===== src/rtl/store_checker_cycle_timer.sv =====
// Run-length counter with terminal-count detect at TIMEOUT-1.
module cycle_timer #(
   parameter int  TIMEOUT = 1024,
   localparam int CW      = $clog2(TIMEOUT + 1)
) (
   input  logic          clk,
   input  logic          reset,
   input  logic          clear,
   input  logic          en,
   output logic [CW-1:0] count,
   output logic          expired
);
   logic [CW-1:0] count_q;
   logic [CW-1:0] count_d;

   always_comb begin
      count_d = count_q;
      if (clear)
         count_d = '0;
      else if (en)
         count_d = count_q + CW'(1);
   end

   always_ff @(posedge clk) begin
      if (reset)
         count_q <= '0;
      else
         count_q <= count_d;
   end

   assign count   = count_q;
   assign expired = (count_q == CW'(TIMEOUT - 1));
endmodule


===== config.mk =====
export PLATFORM = sky130hd
export DESIGN_NAME = cycle_timer
export DESIGN_NICKNAME = d
export VERILOG_FILES = /design/src/rtl/store_checker_cycle_timer.sv
export SDC_FILE = /design/constraint.sdc
export NUM_CORES = 1
export LEC_CHECK = 0
export CAP_MARGIN = 20
export CORE_AREA = 2 2 39 41
export DETAILED_ROUTE_END_ITERATION = 8
export DIE_AREA = 0 0 41 43
export PLACE_DENSITY_LB_ADDON = 0.15
export RECOVER_POWER = 100
export SETUP_SLACK_MARGIN = 0.2
export SKIP_CTS_REPAIR_TIMING = 1
export SYNTH_ARGS = -nofsm -noshare
export SYNTH_HDL_FRONTEND = slang
export SYNTH_SLANG_ARGS = --single-unit
export TNS_END_PERCENT = 30

===== constraint.sdc =====
create_clock -name clk -period 2.4 [get_ports clk]
set_input_delay 0.72 -clock clk [delete_from_list [all_inputs] [get_ports clk]]
set_output_delay 0.72 -clock clk [all_outputs]
set_load 0.01 [all_outputs]

Word level (Yosys, flattened, before mapping)
Cells that the tools add are included.
{"block": "totals", "register_bits": 11, "input_bits": 4, "out_inout_bits": 12, "elab_cells": 4}
{"block": "classes", "n_addsub": 1, "reduce_logical": 1, "eq_ne": 1}
{"op": "11-bit by 1-bit adder with 11-bit output, second input constant", "count": 1}
{"op": "11-bit by 10-bit == test with 1-bit output, second input constant", "count": 1}
{"op": "2-bit OR reduction", "count": 1}

Longest topological paths before layout
{"block": "depth", "word_depth": 1, "ltp_mapped": 4, "mapped_depth_nobuf": 4}

Least setup slack after synthesis
No wires, ideal clock.
{"block": "synth_path", "path_type": "register -> output", "from": "reg count_q[0] (netlist: count[0])", "to": "out expired", "path_stages_with_launch": 4, "t_required_ns": 1.680, "arrival_time_ns": 1.110, "n_path_buf": 0, "slack_ns": 0.570, "cell_sequence": "dfxtp_1 ha_1 inv_1 nor4_1"}
{"block": "synth_via", "elab_chain_cells": 1}
{"item": "start, declared", "line_no": "13", "text": "logic [CW-1:0] count_q;"}
{"item": "start signal, assigned", "line_no": "28", "text": "count_q <= count_d;"}
{"item": "11-bit by 10-bit == test with 1-bit output", "line_no": "32", "text": "assign expired = (count_q == CW'(TIMEOUT - 1));"}
{"item": "end, declared", "line_no": "11", "text": "output logic expired"}
Every way passes these cells.

Worst setup path in the final report
{"block": "layout_path", "from": "reg count_q[2] (netlist: count[2])", "to": "out count[2]"}
{"item": "end, declared", "line_no": "10", "text": "output logic [CW-1:0] count,"}
No word-level cell between the ends.

==> results.yml <==
global_route:
  grt_pass1_wl_um: 1640
  grt_usage_pct: 14.1
  grt_max_degree: 13
  grt_overflow: 0
  antenna_found_initial: 0
  grt_pass1_vias: 403
yosys:
  synth_top_family_by_area: "simple AND/OR/NAND/NOR gates"
  synth_cell_types: 20
  synth_compound_area_share_pct: 11.0
  ys_seq_area_share_pct: 42.1
  async_flop_share_pct: 0
  synthXorXnorAreaFrac_pct: 6.70
  synthAdderAreaFrac_pct: 2.39
  muxShareOfSynthArea_pct: 4.07
  synth-simple-area-share_pct: 26.6
  synthCells: 58
  syn_area_per_cell_um2: 9.02
  ys.flop_type: "dfxtp_1"
  synth_edf_count: 0
  ys_warn_count: 0
  syn_area_um2: 523
  ys_seq_elements: 11
  syn_nets: 63
critical_path:
  path_class: "flip-flop to primary output"
  start_kind: "flip-flop"
  end_kind: "primary output"
  required_ns: 1.68
  worstReg2RegStart: "count[5]"
  worst-r2r-setup-slack_ns: 0.94
  reg2reg_depth: 3
  timing.rr.end: "count[9]"
  worstPathArrival_ns: 1.35
  crit_fanout: 5
place:
  dp_slack_ns: 0.194
  place_area_um2: 701
  dpl.hpwl_um: 783
  place.gp.congestion: 0.736
  port_buffers: 15
finish:
  final_cell_mix: "dlygate4sd3_1 (13), dfxtp_1 (11), nor2_1 (7)"
  fin_area_um2: 723
  mostFrequentLayoutCell: "dlygate4sd3_1"
  n_antenna_cell: 0
  fill_cells: 142
  largest_reg_flops: 11
  final_nets: 85
  syn2layout_area_growth_pct: 38.3
  layout-drive-gt1-share_pct: 11.4
sta:
  relSlewSlack_pct: 56.0
  finalClockSkew_ns: 0.00132
  fin_crit_sh_pct: 86.5
  min_period_ns: 2.07
  setup_ws_ns: 0.325
  rsz0062_at_grt: "no"
  setup_viol: 0
  max_freq_ghz: 0.482
  slew_violations: 0
  hold_slack_ns: 0.504
  tightest_slew_ns: 0.659
  hold_viol: 0
status:
  status: "finished clean"
floorplan:
  fp.coreArea_mm2: 0.00138
  dieArea_mm2: 0.00176
  ios: 16
  fp.dieW_um: 41
  die_height_um: 43
  start_util_pct: 37.8
  core.rowCount: 14
min_path:
  hp-start: "count[10]"
  hold_path.class: "flip-flop to flip-flop"
  min_path_cells: 2
  hold_end: "count[10]"
detailed_routing:
  wire_per_inst_um: 11.1
  drtIter0Drc: 6
  wl_met1_um: 536
  viasPerCell: 5.13
  drc: 0
  route.vias.total: 487
  wl_met3_um: 46
  wl_met2_um: 458
  wirelength_um: 1060
  top_layer: "met4"
  ant_nets: 0
  detailedRoute.firstPassIterationCount: 5
clock_network:
  numCtsBuffers: 3
  clock_sinks: 11
  path_clk_slew_ns: 0.07
  max-clock-path-buffers: 2
  clk_latency_ns: 0.27
  clock-root-buffer: "clkbuf_4"
  cts_tree: "done"
  htreeDepth: 1
power_and_ir_drop:
  peakVddDrop_mv: 0.239
  p_leak_nw: 0.286
  power_density_mw_per_mm2: 456
flow_run:
  cap_violations: 0
## critical path: stages (launching register included)
cell	delay [ns]
dfxtp_1	0.34
buf_4	0.14
dlygate4sd3_1	0.60
## synth_stat cells (all sizes together) (2+ instances only)
master / count / area share, %
a21oi: 5 / 4.8
nor4: 2 / 2.4
buf: 2 / 4.3
or4: 3 / 4.3
o31ai: 3 / 4.3
xor2: 2 / 3.3
inv: 4 / 2.9
xnor2: 2 / 3.3
nor2: 7 / 5.0
nand4: 4 / 7.2
dfxtp: 11 / 42
nand3: 2 / 1.9
nand2: 3 / 2.2
or3: 2 / 2.4
o21ai: 2 / 1.9
## power breakdown
| part | total (W) | switching (W) | internal [W] |
|---|---|---|---|
| combinational | 0.0000177 | 0.00000840 | 0.00000927 |
| clock | 0.000127 | 0.0000631 | 0.0000644 |
| sequential | 0.000184 | 0.000000878 | 0.000184 |
## cells by family after synthesis
| group | count (synthesis) |
|---|---|
| and+or+nand+nor | 24 |
| DFF | 11 |
| AOI/OAI and AO/OA | 10 |
| buffers and inverters | 6 |
| xor gates and xnor gates | 4 |
| muxes | 2 |
| adders and majority gates | 1 |
## how the worst max path moves through the flow
stage / from / end / slack (ns) / cells after the start
2_1_floorplan: count[0] / expired / 0.57 / 3
3_3_place_gp: count[1] / expired / 0.22 / 4
3_5_place_dp: count[1] / expired / 0.19 / 4
4_1_cts: count[1] / expired / -0.11 / 4
5_1_grt: count[1] / expired / 0.22 / 4
6_report: count[2] / count[2] / 0.33 / 2
## cell type report
type / count / area, µm² / area share, %
Inverter: 4 / 15.0 / 2.08
Sequential cell: 11 / 220 / 30.4
Clock buffer: 4 / 26.3 / 3.63
Tap cell: 16 / 20.0 / 2.77
Timing Repair Buffer: 19 / 170 / 23.5
Multi-Input combinational cell: 41 / 272 / 37.5
## routing by layer
metal | track usage (%) | up-vias
met1 | 18.2 | 221
met3 | 3.14 | 2
met2 | 18.8 | 12
li1 | - | 252
met4 | 12.0 | 0
met5 | 0 | -
## metrics by stage
step           instances  power [W]  setup TNS, ns  utilization [%]
6_report              95   0.000330              0             52.3
3_5_place_dp          91   0.000209              0             50.6
2_1_floorplan         58   0.000201              0                -
3_3_place_gp          91   0.000208              0             50.6
5_1_grt               95   0.000345              0             52.3
4_1_cts               95   0.000336         -0.111             52.5
Power figures use the tool's default switching activity.
